==> config.mk <==
export PLATFORM = sky130hd
export DESIGN_NAME = pio_flag_sequencer_flat
export DESIGN_NICKNAME = d
export VERILOG_FILES = /design/src/rtl/pio_flag_sequencer_if.sv /design/src/rtl/pio_flag_sequencer.sv /design/src/flat_wrapper.sv
export SDC_FILE = /design/constraint.sdc
export NUM_CORES = 1
export LEC_CHECK = 0
export ABC_CLOCK_PERIOD_IN_PS = 3400
export BUFFER_PORTS_ARGS = -buffer_cell sky130_fd_sc_hd__buf_2
export CORE_UTILIZATION = 40
export CTS_CLUSTER_DIAMETER = 60
export DETAILED_ROUTE_END_ITERATION = 16
export PLACE_DENSITY = 0.61
export SYNTH_ARGS = -nofsm -noshare
export SYNTH_HDL_FRONTEND = slang
export SYNTH_SLANG_ARGS = --single-unit
==> constraint.sdc <==
create_clock -name clk -period 3.4 [get_ports clk]
set_input_delay 0.51 -clock clk [delete_from_list [all_inputs] [get_ports clk]]
set_output_delay 0.51 -clock clk [all_outputs]
set_load 0.02 [all_outputs]
==> src/rtl/pio_flag_sequencer_if.sv <==
// Avalon-MM bus between the flag sequencer (master) and the 8-bit flag PIO (slave).
//
// Signals:
//   avm_address     3   PIO register address (0 data, 1 direction, 4 bit-set, 5 bit-clear)
//   avm_chipselect  1   PIO chipselect
//   avm_write_n     1   write strobe, active low
//   avm_writedata   32  write data, zero-extended by the master
//   avm_readdata    32  registered read data, reflects the address of the previous cycle
interface pio_flag_sequencer_if;

    logic [2:0]  avm_address;
    logic        avm_chipselect;
    logic        avm_write_n;
    logic [31:0] avm_writedata;
    logic [31:0] avm_readdata;

    modport master (
        output avm_address,
        output avm_chipselect,
        output avm_write_n,
        output avm_writedata,
        input  avm_readdata
    );

    modport slave (
        input  avm_address,
        input  avm_chipselect,
        input  avm_write_n,
        input  avm_writedata,
        output avm_readdata
    );

endinterface

==> src/rtl/pio_flag_sequencer.sv <==
// Flag PIO sequencer: owns the bidirectional flag PIO and serialises write/set/clear/direction
// operations from two requesters (A = CPU bridge, B = display frame engine) with round-robin
// arbitration. Each operation is a write, SETTLE idle cycles, then a read-back verify with up
// to MAX_RETRY re-issues before an error is reported.
//
// Ports:
//   clk, reset            system clock, asynchronous active-high reset
//   req_a/req_b           request, held with op/data stable until the matching ack
//   op_a/op_b             00 write data, 01 set bits, 10 clear bits, 11 write direction
//   data_a/data_b         value (op 00/11) or mask (op 01/10)
//   ack_a/ack_b           one-cycle completion pulse
//   err                   valid with ack: verify failed after all retries
//   busy                  sequencer not idle
//   err_count             saturating count of failed operations
//   avm                   Avalon-MM master port to the PIO
module pio_flag_sequencer #(
    parameter int unsigned WIDTH     = 8,
    parameter int unsigned SETTLE    = 2,
    parameter int unsigned MAX_RETRY = 3
) (
    input  logic                        clk,
    input  logic                        reset,
    input  logic                        req_a,
    input  logic [1:0]                  op_a,
    input  logic [WIDTH-1:0]            data_a,
    input  logic                        req_b,
    input  logic [1:0]                  op_b,
    input  logic [WIDTH-1:0]            data_b,
    output logic                        ack_a,
    output logic                        ack_b,
    output logic                        err,
    output logic                        busy,
    output logic [7:0]                  err_count,
    pio_flag_sequencer_if.master        avm
);

    typedef enum logic [2:0] {
        StIdle,
        StWrite,
        StSettle,
        StRaddr,
        StRcap,
        StResp
    } state_e;

    state_e           state_q;
    logic             id_q;          // 0 = A, 1 = B
    logic             last_b_q;      // last grant went to B
    logic [1:0]       op_q;
    logic [WIDTH-1:0] exp_q;
    logic [WIDTH-1:0] mask_q;
    logic [WIDTH-1:0] dir_sh_q;
    logic [WIDTH-1:0] out_sh_q;
    logic [2:0]       retry_q;
    logic [3:0]       settle_cnt_q;
    logic [2:0]       addr_q;
    logic             cs_q;
    logic             write_n_q;
    logic [31:0]      wdata_q;

    logic             req_a_live;
    logic             req_b_live;
    logic             grant_b;
    logic [1:0]       gnt_op;
    logic [WIDTH-1:0] gnt_data;
    logic [WIDTH-1:0] gnt_exp;
    logic [WIDTH-1:0] gnt_mask;
    logic             rd_pass;
    logic             unused_rd;

    function automatic logic [2:0] wr_addr(input logic [1:0] op);
        logic [2:0] a;
        unique case (op)
            2'b00:   a = 3'd0;
            2'b01:   a = 3'd4;
            2'b10:   a = 3'd5;
            default: a = 3'd1;
        endcase
        return a;
    endfunction

    // Arbitration and expected read-back value for the candidate grant.
    always_comb begin
        req_a_live = req_a & ~ack_a;
        req_b_live = req_b & ~ack_b;
        grant_b    = req_b_live & (~req_a_live | ~last_b_q);
        gnt_op     = grant_b ? op_b : op_a;
        gnt_data   = grant_b ? data_b : data_a;
        gnt_exp    = gnt_data;
        gnt_mask   = dir_sh_q;
        unique case (gnt_op)
            2'b00:   gnt_exp = gnt_data;
            2'b01:   gnt_exp = out_sh_q | gnt_data;
            2'b10:   gnt_exp = out_sh_q & ~gnt_data;
            default: begin
                gnt_exp  = gnt_data;
                gnt_mask = '1;
            end
        endcase
        // Input-direction bits are don't-care in the compare.
        rd_pass = ((avm.avm_readdata[WIDTH-1:0] ^ exp_q) & mask_q) == '0;
    end

    // Upper readdata bits carry no flag state.
    assign unused_rd = ^avm.avm_readdata;

    always_ff @(posedge clk or posedge reset) begin
        if (reset) begin
            state_q      <= StIdle;
            id_q         <= 1'b0;
            last_b_q     <= 1'b1;
            op_q         <= 2'b00;
            exp_q        <= '0;
            mask_q       <= '0;
            dir_sh_q     <= '0;
            out_sh_q     <= '0;
            retry_q      <= '0;
            settle_cnt_q <= '0;
            addr_q       <= '0;
            cs_q         <= 1'b0;
            write_n_q    <= 1'b1;
            wdata_q      <= '0;
            ack_a        <= 1'b0;
            ack_b        <= 1'b0;
            err          <= 1'b0;
            busy         <= 1'b0;
            err_count    <= '0;
        end else begin
            // Strobes and pulses default to idle; entering WRITE/RADDR/RESP overrides them.
            ack_a     <= 1'b0;
            ack_b     <= 1'b0;
            err       <= 1'b0;
            cs_q      <= 1'b0;
            write_n_q <= 1'b1;
            unique case (state_q)
                StIdle: begin
                    if (req_a_live || req_b_live) begin
                        id_q      <= grant_b;
                        op_q      <= gnt_op;
                        exp_q     <= gnt_exp;
                        mask_q    <= gnt_mask;
                        retry_q   <= '0;
                        busy      <= 1'b1;
                        cs_q      <= 1'b1;
                        write_n_q <= 1'b0;
                        addr_q    <= wr_addr(gnt_op);
                        wdata_q   <= 32'(gnt_data);
                        state_q   <= StWrite;
                    end
                end
                StWrite: begin
                    if (op_q == 2'b11) begin
                        dir_sh_q <= exp_q;
                    end else begin
                        out_sh_q <= exp_q;
                    end
                    if (SETTLE != 0) begin
                        settle_cnt_q <= '0;
                        state_q      <= StSettle;
                    end else begin
                        cs_q    <= 1'b1;
                        addr_q  <= (op_q == 2'b11) ? 3'd1 : 3'd0;
                        state_q <= StRaddr;
                    end
                end
                StSettle: begin
                    if (settle_cnt_q == 4'(SETTLE - 1)) begin
                        cs_q    <= 1'b1;
                        addr_q  <= (op_q == 2'b11) ? 3'd1 : 3'd0;
                        state_q <= StRaddr;
                    end else begin
                        settle_cnt_q <= settle_cnt_q + 4'd1;
                    end
                end
                StRaddr: begin
                    state_q <= StRcap;
                end
                StRcap: begin
                    if (rd_pass) begin
                        ack_a   <= ~id_q;
                        ack_b   <= id_q;
                        state_q <= StResp;
                    end else if (retry_q < 3'(MAX_RETRY)) begin
                        // wdata_q still holds the original write data.
                        retry_q   <= retry_q + 3'd1;
                        cs_q      <= 1'b1;
                        write_n_q <= 1'b0;
                        addr_q    <= wr_addr(op_q);
                        state_q   <= StWrite;
                    end else begin
                        ack_a   <= ~id_q;
                        ack_b   <= id_q;
                        err     <= 1'b1;
                        if (err_count != 8'hFF) begin
                            err_count <= err_count + 8'd1;
                        end
                        state_q <= StResp;
                    end
                end
                StResp: begin
                    last_b_q <= id_q;
                    busy     <= 1'b0;
                    state_q  <= StIdle;
                end
                default: begin
                    busy    <= 1'b0;
                    state_q <= StIdle;
                end
            endcase
        end
    end

    assign avm.avm_address    = addr_q;
    assign avm.avm_chipselect = cs_q;
    assign avm.avm_write_n    = write_n_q;
    assign avm.avm_writedata  = wdata_q;

endmodule
==> src/flat_wrapper.sv <==
// flat-port wrapper written by rule: the top's interface ports become plain ports
module pio_flag_sequencer_flat 
#(
    parameter int unsigned WIDTH     = 8,
    parameter int unsigned SETTLE    = 2,
    parameter int unsigned MAX_RETRY = 3
)
  (clk, reset, req_a, op_a, data_a, req_b, op_b, data_b, ack_a, ack_b, err, busy, err_count, avm_avm_address, avm_avm_chipselect, avm_avm_write_n, avm_avm_writedata, avm_avm_readdata);
  pio_flag_sequencer_if avm_i ();
  input  logic clk;
  input  logic reset;
  input  logic req_a;
  input  logic [1:0] op_a;
  input  logic [WIDTH-1:0] data_a;
  input  logic req_b;
  input  logic [1:0] op_b;
  input  logic [WIDTH-1:0] data_b;
  output logic ack_a;
  output logic ack_b;
  output logic err;
  output logic busy;
  output logic [7:0] err_count;
  output wire logic [$bits(avm_i.avm_address)-1:0] avm_avm_address;
  output wire logic [$bits(avm_i.avm_chipselect)-1:0] avm_avm_chipselect;
  output wire logic [$bits(avm_i.avm_write_n)-1:0] avm_avm_write_n;
  output wire logic [$bits(avm_i.avm_writedata)-1:0] avm_avm_writedata;
  input wire logic [$bits(avm_i.avm_readdata)-1:0] avm_avm_readdata;
  assign avm_avm_address = avm_i.avm_address;
  assign avm_avm_chipselect = avm_i.avm_chipselect;
  assign avm_avm_write_n = avm_i.avm_write_n;
  assign avm_avm_writedata = avm_i.avm_writedata;
  assign avm_i.avm_readdata = avm_avm_readdata;
  pio_flag_sequencer #(.WIDTH(WIDTH), .SETTLE(SETTLE), .MAX_RETRY(MAX_RETRY)) u_core (.clk(clk), .reset(reset), .req_a(req_a), .op_a(op_a), .data_a(data_a), .req_b(req_b), .op_b(op_b), .data_b(data_b), .ack_a(ack_a), .ack_b(ack_b), .err(err), .busy(busy), .err_count(err_count), .avm(avm_i));
endmodule
=== Yosys cells after proc, flatten, opt, wreduce, memory -nomap -nowiden ===
Cells that the tools add are included.
W data, S select, Z words.

* Bits in registers: 71
* Output and inout port bits: 49
* Input bits: 56
* Bits in latches: 0
* Word-level logic and storage cells: 119
* ROM bits: 0
* Bits in writable memories: 0
* Memories: 0

* $lt $le $gt $ge: 1
* Shift-type cells: 0
* Bitwise gates (word level): 18
* Muxes and demuxes: 42
* Multiply operators: 0
* Reduce and logical (&&, ||, !) cells: 19
* Divide/modulo/power cells: 0
* $add $sub $neg: 3
* Equality and inequality tests: 17

{| class="wikitable"
|+ Operators by type and width
! cell !! count
|-
| $mux W3 || 11
|-
| $pmux W3 S3 || 3
|-
| $mux W1 || 17
|-
| $and A8 B8 Y8 || 2
|-
| $mux W8 || 2
|-
| $pmux W8 S2 || 1
|-
| $pmux W3 S5 || 1
|-
| $reduce_and A2 Y1 || 6
|-
| $not A1 Y1 || 9
|-
| $add A8 B1 Y8 const B || 1
|-
| $logic_not A8 Y1 || 1
|-
| $ne A8 B8 Y1 const B || 1
|-
| $not A8 Y8 || 1
|-
| $or A8 B8 Y8 || 1
|-
| $pmux W4 S2 || 1
|-
| $reduce_and A4 Y1 || 2
|-
| $xor A8 B8 Y8 || 1
|-
| $eq A2 B2 Y1 const B || 3
|-
| $eq A3 B2 Y1 const B || 2
|-
| $eq A3 B3 Y1 const B || 2
|-
| $ne A2 B1 Y1 const B || 3
|-
| $pmux W3 S2 || 1
|-
| $reduce_and A5 Y1 || 1
|-
| $add A4 B1 Y4 const B || 1
|-
| other kinds (19) || 26
|}

=== Logic depth before layout (Yosys ltp) ===
Gate-level depths: netlist of run 1.

* Depth after elaboration: 10
* Mapped depth: 12
* Gate-level depth less buffers: 10

=== Least setup slack after synthesis of run 1 ===
OpenSTA, ideal clock, no wires.

* Path type: input-to-reg
* From: input port req_b
* To: register u_core.addr_q[0], in the netlist u_core.avm.avm_address[0]
* Data required time: 3275 ps
* Path slack: 884 ps
* Setup time: 125 ps
* Path buffers: 2
* Stages: 12
* Data arrival time: 2392 ps
* Cells stage by stage: nor2b_1 -> a21bo_2 -> buf_6 -> mux2i_1 -> inv_1 -> ha_1 -> clkbuf_1 -> nor2_1 -> a21oi_1 -> a21oi_1 -> a21oi_1 -> mux2_2

* Cells in the longest elaborated chain, start to end: 7
* Elaborated cells between the ends (all ways): 12
* Classes of those cells: eq/ne: 3; mux: 4; bitwise: 2; reduce/logical: 3

{| class="wikitable"
|+ Ends and longest elaborated chain
! item !! RTL line !! RTL
|-
| from (decl) || flat_wrapper.sv:15 || <nowiki>input logic req_b;</nowiki>
|-
| $and A1 B1 Y1 (*) || pio_flag_sequencer.sv:85 || <nowiki>req_b_live = req_b & ~ack_b;</nowiki>
|-
| $and A1 B1 Y1 (*) || pio_flag_sequencer.sv:86 || <nowiki>grant_b = req_b_live & (~req_a_live | ~last_b_q);</nowiki>
|-
| $mux W2 (*) || pio_flag_sequencer.sv:87 || <nowiki>gnt_op = grant_b ? op_b : op_a;</nowiki>
|-
| named net u_core.gnt_op[1] || pio_flag_sequencer.sv:64 || <nowiki>logic [1:0] gnt_op;</nowiki>
|-
| $eq A2 B2 Y1 (tied with other cells) || pio_flag_sequencer.sv:73 || <nowiki>unique case (op)</nowiki>
|-
| $pmux W3 S3 (*) || pio_flag_sequencer.sv:73 ||
|-
| $mux W3 (*) || pio_flag_sequencer.sv:137 || <nowiki>if (req_a_live || req_b_live) begin</nowiki>
|-
| $pmux W3 S3 (*) || pio_flag_sequencer.sv:135 || <nowiki>unique case (state_q)</nowiki>
|-
| to (signal assigned) || pio_flag_sequencer.sv:146 || <nowiki>addr_q <= wr_addr(gnt_op);</nowiki>
|-
| to (signal assigned) || pio_flag_sequencer.sv:162 || <nowiki>addr_q <= (op_q == 2'b11) ? 3'd1 : 3'd0;</nowiki>
|-
| to (signal assigned) || pio_flag_sequencer.sv:169 || <nowiki>addr_q <= (op_q == 2'b11) ? 3'd1 : 3'd0;</nowiki>
|-
| to (decl) || pio_flag_sequencer.sv:56 || <nowiki>logic [2:0] addr_q;</nowiki>
|}

The timed path passes the listed nets; every way through them passes the cells marked *. The select of a mux whose other input is x is not followed.
A chain may end at the register's enable or synchronous reset.

=== Final worst setup path of run 1 ===
* From: register u_core.ack_b
* To: register u_core.addr_q[0], in the netlist u_core.avm.avm_address[0]

* Cells in the longest elaborated chain, start to end: 8
* Elaborated cells between the ends (all ways): 13
* Classes of those cells: eq/ne: 3; mux: 4; bitwise: 3; reduce/logical: 3

{| class="wikitable"
|+ Ends and longest elaborated chain
! item !! RTL line !! RTL
|-
| from (decl) || pio_flag_sequencer.sv:30 || <nowiki>output logic ack_b,</nowiki>
|-
| from (signal assigned) || pio_flag_sequencer.sv:181 || <nowiki>ack_b <= id_q;</nowiki>
|-
| from (signal assigned) || pio_flag_sequencer.sv:192 || <nowiki>ack_b <= id_q;</nowiki>
|-
| $not A1 Y1 (*) || pio_flag_sequencer.sv:85 ||
|-
| $and A1 B1 Y1 (*) || pio_flag_sequencer.sv:85 ||
|-
| $and A1 B1 Y1 (*) || pio_flag_sequencer.sv:86 ||
|-
| $mux W2 (*) || pio_flag_sequencer.sv:87 ||
|-
| named net u_core.gnt_op[1] || pio_flag_sequencer.sv:64 ||
|-
| $eq A2 B2 Y1 (tied with other cells) || pio_flag_sequencer.sv:73 ||
|-
| $pmux W3 S3 (*) || pio_flag_sequencer.sv:73 ||
|-
| $mux W3 (*) || pio_flag_sequencer.sv:137 ||
|-
| $pmux W3 S3 (*) || pio_flag_sequencer.sv:135 ||
|}

Marks and branches as above.

==> metrics.cfg, run 1 <==
[cts]
clkLatencyLatePin_ns=0.34
post_cts_resized=0
cts_tree=built
postCtsSetupRepairBufs=0
clockBufferDepth=2
cts-htree-levels=3
cts.clk_slew.worst_paths_ns=0.07
hold_buffers=0
cts-root-buf=clkbuf_8
cts_buffers=9
clock_sinks=70

[logic_synthesis]
post-synth-top-count-cell=dfrtp_1
syn_area_sq_um=3580
yosysSeqAreaShare_pct=49.1
synth_edf_count=0
yosys_most_used_dff=dfrtp_1
synth-seq-cells=70
synth_top_area_share_pct=47.6
synth_area_per_cell_sq_um=10.6
synth_async_sr_flop_share_pct=100
syn_inst=337
yosys-top-cells-area=dfrtp_1 (48%), mux2_2 (6.3%), buf_4 (5.2%)
yosys_warnings=0
ys_types=49
yosys-top-cells-count=dfrtp_1 (68), nand2_1 (38), buf_4 (25)
yosys.area.top_type=dfrtp_1

[routing]
drtIter0Drc=104
final_antenna_net_count=0
num_vias=2521
wl_per_cell_microns=13.7
drt_drc_violations_left=0
viasPerCell=4.99
routed_wirelength_microns=6910
dr.pass1.iters=6

[flow_run]
drv_cap=0

[finish]
n_antenna_cell=0
area_delta_synth_final_pct=13.6
final_layout_size_suffix_gt1_share_pct=28.0
layout.cells.non_filler=505
final_nets=458
fill_cells=844
fin_area_sq_um=4060

[timing]
fin_tns_setup_ns=0
finalClockSkew_ns=0.0105
fin_crit_sh_pct=79.8
max_freq_mhz=368
worstMarginPinSlew_ns=0.690
maxSlewViolCount=0
fin_crit_ns=2.71
hold_violations=0
finalSetupViolCount=0
rsz0062_at_grt=false
max-slew-margin-rel_pct=53.9
whs_ns=0.267

[placed_design]
placed_area_sq_um=3860
numPortBuffers=55
hpwlAfterDp_microns=4860
dp.cells=489
gp_congestion=0.735

[floorplanning]
start_util_pct=41.2
die_w_microns=96.6
ios=105
coreArea_sq_um=8680
fp-row-count=34
die_h_microns=96.6
die_area_sq_um=9320

[setup_path]
cp.arrival_ns=2.94
cpMostUsedCell=a21oi_1
slowest_stage=dfrtp_1
endpoint_kind=flop
slowest_delay_ns=0.38
critical_path_class=reg2reg
worstPathRequired_ns=3.63
rr_worst_depth=10
start_kind=flop
cp_max_fo=9
ff2ff_setup_slack_ns=0.69
crit_chain=nor2b_1 > a21bo_2 > mux2i_1 > inv_1 > ha_1 > nor2_1 > a21oi_1 > a21oi_1 > a21oi_1 > mux2_2

[pwr]
peakVddDrop_v=0.000300
powerDensity_nw_per_um2=819
p_leak_nw=2.01
p_total_mw=3.33

[hold_path]
hold_class=in2async

[global_routing]
antenna_found_initial=0
grt_start_max_net_pins=60
grt_pass1_vias=2303
grt_pass1_wl_microns=11200
grt_overflow_total=0
grt_usage_pct=16.2

[run_status]
outcome=completed

-- worst max-delay path, delay by kind of cell (launching register included) --
family	cells	cell delay [ns]
AND/OR/NAND/NOR	2	0.59
AO/OA/AOI/OAI	4	0.64
multiplexers	2	0.53
flip-flops	1	0.38
adder cells (fa/ha/maj)	1	0.34
buffers and inverters	1	0.13
-- cells in the final DEF (no fill, tap or decap), types with 2 or more instances in the layout --
| cell type | netlist | final |
|---|---|---|
| dfstp_2 | 2 | 2 |
| clkbuf_8 | 0 | 10 |
| a21oi_1 | 13 | 13 |
| mux2i_1 | 12 | 12 |
| o31ai_1 | 8 | 8 |
| xnor2_1 | 5 | 5 |
| conb_1 | 1 | 25 |
| a22oi_2 | 4 | 4 |
| o21ai_0 | 23 | 23 |
| ha_1 | 10 | 10 |
| nand2_1 | 38 | 38 |
| and2_1 | 5 | 5 |
| a21boi_0 | 8 | 8 |
| nor2b_1 | 2 | 2 |
| dfrtp_1 | 68 | 68 |
| inv_1 | 9 | 8 |
| nand3_1 | 7 | 7 |
| xor2_1 | 11 | 11 |
| nand4_1 | 6 | 6 |
| nor2_1 | 17 | 17 |
| buf_4 | 25 | 4 |
| and3_1 | 2 | 2 |
| buf_2 | 6 | 55 |
| clkinvlp_4 | 0 | 2 |
| nor3_1 | 4 | 4 |
| mux2_2 | 20 | 20 |
| mux2_1 | 2 | 2 |
-- final cells by class --
cell class / count / area (sq um) / area share, %
timing repair buffer: 59 / 305 / 7.51
multi-input combinational: 243 / 1630 / 40.2
inverter: 9 / 33.8 / 0.832
tap: 108 / 135 / 3.33
clock inverter: 5 / 58.8 / 1.45
sequential: 70 / 1750 / 43.2
clock buffer: 11 / 141 / 3.48
-- routing by layer --
layer	GRT usage [%]	vias up	wire (microns)
met5	0	-	0
met2	25.3	56	3280
met4	6.62	0	101
li1	-	1222	-
met1	22.0	1237	3240
met3	3.13	6	290
-- through the flow --
step,util [%],setup WS [ns]
floorplan,-,0.884
global placement,44.5,0.485
detailed placement,44.5,0.451
CTS,46.8,0.668
global route,46.8,0.487
finish,46.8,0.686
-- logic make-up after synthesis --
kind of cell | after synthesis | synth area share, %
compound gates | 67 | 12.8
xor+xnor | 16 | 3.92
fa+ha+maj | 10 | 3.50
buf+inv | 48 | 8.08
flops | 70 | 49.1
mux | 34 | 10.3
other cells | 1 | 0.105
simple gates | 91 | 12.3
-- report_power, final --
part	switching (mW)	total [mW]	leakage (nW)	internal, mW
sequential	0.266	1.41	0.902	1.14
combinational	0.730	1.24	1.01	0.514
clock	0.316	0.675	0.0955	0.359
-- flip-flops by register name, summed over array words and instances, names as in the netlist, 2 cells and up --
name / flops
u_core.op_q: 2
u_core.avm.avm_address: 2
u_core.mask_q: 8
u_core.settle_cnt_q: 4
u_core.dir_sh_q: 8
u_core.err_count: 8
u_core.state_q: 3
u_core.avm.avm_writedata: 8
u_core.out_sh_q: 8
u_core.retry_q: 3
u_core.exp_q: 8
-- worst paths after layout --
path,startpoint,end
worst max-delay path,u_core.ack_b,u_core.avm.avm_address[0]
worst min-delay path,reset,u_core.retry_q[0]
worst max register to register,u_core.ack_b,u_core.avm.avm_address[0]
worst min register to register,u_core.busy,u_core.busy
max in group asynchronous,reset,u_core.last_b_q
min in group clk,u_core.busy,u_core.busy
No activity file was read; power rests on OpenSTA's default activity.
==> run 2, diff against run 1 <==
- ABC_CLOCK_PERIOD_IN_PS: 3400 -> 2300
- PLACE_DENSITY: 0.61 -> 0.64
- clock period: 3.4 -> 2.3 ns (I/O delays scaled with it)
==> metrics.cfg, run 2 (synthesis results as in run 1) <==
[floorplanning]
die_w_microns=96.6
die_h_microns=96.6
fp-row-count=34
ios=105
start_util_pct=41.2
die_area_sq_um=9320
coreArea_sq_um=8680

[setup_path]
start_kind=flop
cp_max_fo=8
r2r_start=u_core.ack_b
timing.rr.end=u_core.exp_q[2]
worstPathRequired_ns=2.51
rr_worst_depth=9
endpoint_kind=flop
cp.arrival_ns=2.40
critical_path_class=reg2reg
ff2ff_setup_slack_ns=0.12

[finish]
area_delta_synth_final_pct=18.2
final_cell_mix=dfrtp_1 (67), buf_2 (55), nand2_1 (38)
n_antenna_cell=0
layout_commonest_cell=dfrtp_1
final_layout_size_suffix_gt1_share_pct=32.4
final_nets=472
fin_area_sq_um=4230

[global_routing]
grt_overflow_total=0
grt_start_max_net_pins=71
grt_pass1_wl_microns=11800
antenna_found_initial=0
grt_usage_pct=16.9
grt_pass1_vias=2495

[routing]
wl_per_cell_microns=13.4
drt_drc_violations_left=0
viasPerCell=4.94
num_vias=2563
final_antenna_net_count=0
routed_wirelength_microns=6960
dr.pass1.iters=4
drtIter0Drc=79

[pwr]
powerDensity_nw_per_um2=1190
seqPwrFrac_pct=40.7
pwr-share-comb_pct=39.6
p_clk_share_pct=19.7
peakVddDrop_v=0.000418
p_leak_nw=2.10
p_total_mw=5.04
internal_power_mw=3.07
switching_share_pct=39.1
p_sw_mw=1.97

[cts]
cts-htree-levels=3
clkLatencyLatePin_ns=0.34
cts-root-buf=clkbuf_8
clockBufferDepth=2
hold_buffers=0
cts_tree=built
cts.clk_slew.worst_paths_ns=0.07
cts_buffers=9
clock_sinks=70

[placed_design]
gp_congestion=0.788
numPortBuffers=55
hpwlAfterDp_microns=5010
placed_area_sq_um=3990

[run_status]
outcome=completed

[timing]
fin_crit_ns=2.18
max_freq_mhz=458
finalClockSkew_ns=0.00535
fin_crit_sh_pct=95.0
finalSetupViolCount=0
maxSlewViolCount=0
hold_violations=0
rsz0062_at_grt=false

[flow_run]
drv_cap=0

[hold_path]
hold_class=in2async

[run 2: power groups by stage]
stage          clock network [mW]  registers [mW]  logic, mW
6_report                    0.992            2.05       2.00
5_1_grt                      1.09            2.12       2.25
4_1_cts                      1.02            2.04       2.00
3_5_place_dp                    0            2.07       1.99
3_3_place_gp                    0            2.04       1.94
2_1_floorplan                   0            2.10       1.42
[run 2: critical path, cell delays in order, from the launching register on]
cell	delay, ns
dfrtp_2	0.42
nor2b_4	0.14
a21bo_4	0.27
mux2i_2	0.17
buf_4	0.14
buf_4	0.12
ha_1	0.16
or2_2	0.39
a21oi_1	0.15
o31ai_1	0.10
[run 2: stage by stage]
| stage | utilization (%) | std cells | hold slack, ns | setup slack, ns | TNS, ns |
|---|---|---|---|---|---|
| floorplan | - | 361 | 0.446 | -0.00393 | -0.00393 |
| global placement | 46.0 | 502 | 0.453 | 0.00458 | 0 |
| detailed placement | 46.0 | 502 | 0.455 | -0.0329 | -0.156 |
| CTS | 48.3 | 518 | 0.0789 | 0.0183 | 0 |
| global route | 48.7 | 519 | 0.111 | 0.0126 | 0 |
| finish | 48.7 | 519 | 0.0638 | 0.116 | 0 |
[run 2: cell type report]
type / instances / area, sq um
Multi-Input combinational cell: 243 / 1680
Timing Repair Buffer: 73 / 423
Inverter: 9 / 33.8
Sequential cell: 70 / 1760
Tap cell: 108 / 135
Clock buffer: 10 / 138
Clock inverter: 6 / 61.3
Fill cell: 850 / 4450
[run 2: worst max path at each step]
| stage | start | endpoint | slack [ns] | cells after the start |
|---|---|---|---|---|
| 2_1_floorplan | u_core.ack_b | u_core.avm.avm_address[0] | -0.004 | 12 |
| 3_3_place_gp | req_b | u_core.exp_q[0] | 0.005 | 9 |
| 3_5_place_dp | req_b | u_core.exp_q[6] | -0.03 | 9 |
| 4_1_cts | u_core.ack_b | u_core.exp_q[7] | 0.02 | 8 |
| 5_1_grt | u_core.ack_b | u_core.avm.avm_address[0] | 0.01 | 10 |
| 6_report | u_core.ack_b | u_core.exp_q[2] | 0.12 | 9 |
[run 2: timing repair]
action                     4_1_cts  5_1_grt
buffers inserted                 0        1
gates resized for setup          0        5
setup endpoints to repair        0       10
hold endpoints to repair         0        0
[run 2: metal layers]
| layer | vias up | share of wire [%] | track usage, % |
|---|---|---|---|
| met5 | - | 0 | 0 |
| met3 | 12 | 3.3 | 2.66 |
| li1 | 1249 | - | - |
| met4 | 0 | 2.3 | 9.07 |
| met2 | 54 | 48 | 26.5 |
| met1 | 1248 | 47 | 22.4 |
==> run 3, diff against run 2 <==
- ABC_AREA: unset -> 1
- PLACE_DENSITY: 0.64 -> 0.63
==> metrics.cfg, run 3 <==
[run_status]
outcome=finished with violations
violations=DRC

[routing]
wl_per_cell_microns=11.5
drt_drc_violations_left=4
viasPerCell=4.69
drtIter0Drc=172
dr.pass1.iters=10
routed_wirelength_microns=7170
num_vias=2928
final_antenna_net_count=0

[floorplanning]
die_w_microns=99.1
die_area_sq_um=9830
start_util_pct=41.0
ios=105
fp-row-count=35
die_h_microns=99.1
coreArea_sq_um=9200

[pwr]
internal_power_mw=2.93
seqPwrFrac_pct=40.0
peakVddDrop_v=0.000427
powerDensity_nw_per_um2=1180
pwr-share-comb_pct=39.6
switching_share_pct=41.5
p_sw_mw=2.08
p_leak_nw=2.21
p_clk_share_pct=20.3

[logic_synthesis]
yosys_warnings=0
synth_edf_count=0
synth_async_sr_flop_share_pct=100
synth_area_per_cell_sq_um=8.42
synth-compound-area-share_pct=12.7
yosys-top-cells-area=dfrtp_1 (45%), nand2_1 (11%), buf_4 (5.0%)
post-synth-top-count-cell=nand2_1
synth_xor_area_share_pct=1.86
yosys_most_used_dff=dfrtp_1
synth-seq-cells=70
yosysSeqAreaShare_pct=46.5
synth_top_area_share_pct=45.1
syn_inst=448
synth_top_family_by_area=simple AND/OR/NAND/NOR gates
yosys-top-cells-count=nand2_1 (106), dfrtp_1 (68), inv_1 (47)
synth_simple_gate_area_share_pct=21.7
ys_types=40
post_synth_mux_area_share_pct=0
synth_fa_ha_area_share_pct=3.32
syn_area_sq_um=3770
yosys.area.top_type=dfrtp_1

[placed_design]
gp_congestion=0.757
numPortBuffers=55
hpwlAfterDp_microns=5380
placed_area_sq_um=4030
dp.cells=607

[setup_path]
cp.arrival_ns=2.16
start_kind=flop
cp_max_fo=8
endpoint=u_core.exp_q[4]
worstPathRequired_ns=2.51
rr_worst_depth=11
critical_path_class=reg2reg
crit_start=u_core.last_b_q
ff2ff_setup_slack_ns=0.35
r2r_start=u_core.last_b_q
timing.rr.end=u_core.exp_q[4]
endpoint_kind=flop

[timing]
finalClockSkew_ns=0.0163
worstMarginPinSlew_ns=0.510
fin_crit_sh_pct=84.8
fin_crit_ns=1.95
max-slew-margin-rel_pct=66.0
rsz0062_at_grt=false
max_freq_mhz=513
maxSlewViolCount=0
fin_tns_setup_ns=0
hold_violations=0
finalSetupViolCount=0

[hold_path]
hold_class=in2reg

[cts]
clock_sinks=70
postCtsSetupRepairBufs=0
cts-htree-levels=3
clockBufferDepth=2
cts-root-buf=clkbuf_8
hold_buffers=1
cts_tree=built
clkLatencyLatePin_ns=0.34
cts.clk_slew.worst_paths_ns=0.08
post_cts_resized=0
cts_buffers=9

[global_routing]
grt_start_max_net_pins=41
grt_pass1_wl_microns=12700
grt_usage_pct=16.2
grt_overflow_total=0
grt_pass1_vias=2760
antenna_found_initial=0

[finish]
final_layout_size_suffix_gt1_share_pct=23.6
final_nets=574
fin_area_sq_um=4250
fin_util_pct=46.2
area_delta_synth_final_pct=12.6
layout_commonest_cell=nand2_1
n_antenna_cell=0
final_cell_mix=nand2_1 (106), dfrtp_1 (68), buf_2 (55)
layout.cells.non_filler=624

[flow_run]
drv_cap=0

-- run 3: cell count changes after synthesis, moves of 7 or more --
cell      previous run  this run
inv_2                0        11
o21ai_0             23        36
o21ai_2              1        10
o31ai_1              8         1
nand3_1              7        30
inv_1                9        47
mux2i_1             12         0
nand2_1             38       106
o21ai_1              1        18
mux2_2              20         0
a21boi_0             8         0
a21oi_1             13         5
-- run 3: worst min-delay path by stage --
stage | startpoint | to | depth (start not counted)
floorplan | u_core.id_q | u_core.ack_a | 1
global placement | reset | u_core.err | 2
detailed placement | reset | u_core.err_count[5] | 2
CTS | data_a[5] | u_core.avm.avm_writedata[5] | 3
global route | data_a[5] | u_core.avm.avm_writedata[5] | 3
finish | data_a[5] | u_core.avm.avm_writedata[5] | 3
-- run 3: power by group through the flow --
stage,combinational [mW],clock [mW],sequential (mW)
2_1_floorplan,1.47,0,2.12
3_3_place_gp,1.96,0,2.01
3_5_place_dp,2.01,0,2.02
4_1_cts,2.02,1.05,2.01
5_1_grt,2.30,1.09,2.07
6_report,1.99,1.02,2.00
-- run 3: layer usage --
layer  wire, microns  share of wire [%]  track usage (%)  vias to the layer above
met3             306                4.3             2.39                        9
met1            3540                 49             22.6                     1346
met4             114                1.6             6.11                        0
met5               0                  0                0                        -
li1                -                  -                -                     1503
met2            3210                 45             25.7                       70
-- run 3: stage by stage --
step	hold WS (ns)	power (mW)	setup slack, ns
after floorplan	0.424	3.59	0.174
after global placement	0.273	3.98	0.345
after detailed placement	0.278	4.03	0.319
after CTS	0.290	5.07	0.342
after global routing	0.312	5.47	0.186
final	0.305	5.01	0.349
-- run 3: cells by family after synthesis --
group                    Yosys count
AND/OR/NAND/NOR                  180
other                              1
AO/OA/AOI/OAI                     82
XOR/XNOR                           8
adder cells (fa/ha/maj)           10
buffers and inverters             97
flip-flops                        70
-- run 3: final cells by class --
cell class / count / area [sq um]
Fill cell: 928 / 4950
Inverter: 59 / 226
Tap cell: 111 / 139
Sequential cell: 70 / 1750
Clock inverter: 6 / 67.6
Clock buffer: 10 / 138
Timing Repair Buffer: 63 / 338
Multi-Input combinational cell: 305 / 1590
-- run 3: critical path: stages (launching register included) --
cell and delay, ns:
dfstp_2 0.56, nand3b_4 0.12, nand2_4 0.10, nand2_1 0.05, o21ai_1 0.18, inv_1 0.13
ha_1 0.22, nor2_1 0.10, buf_4 0.15, nand2_1 0.05, nand3_1 0.07, o21ai_0 0.09
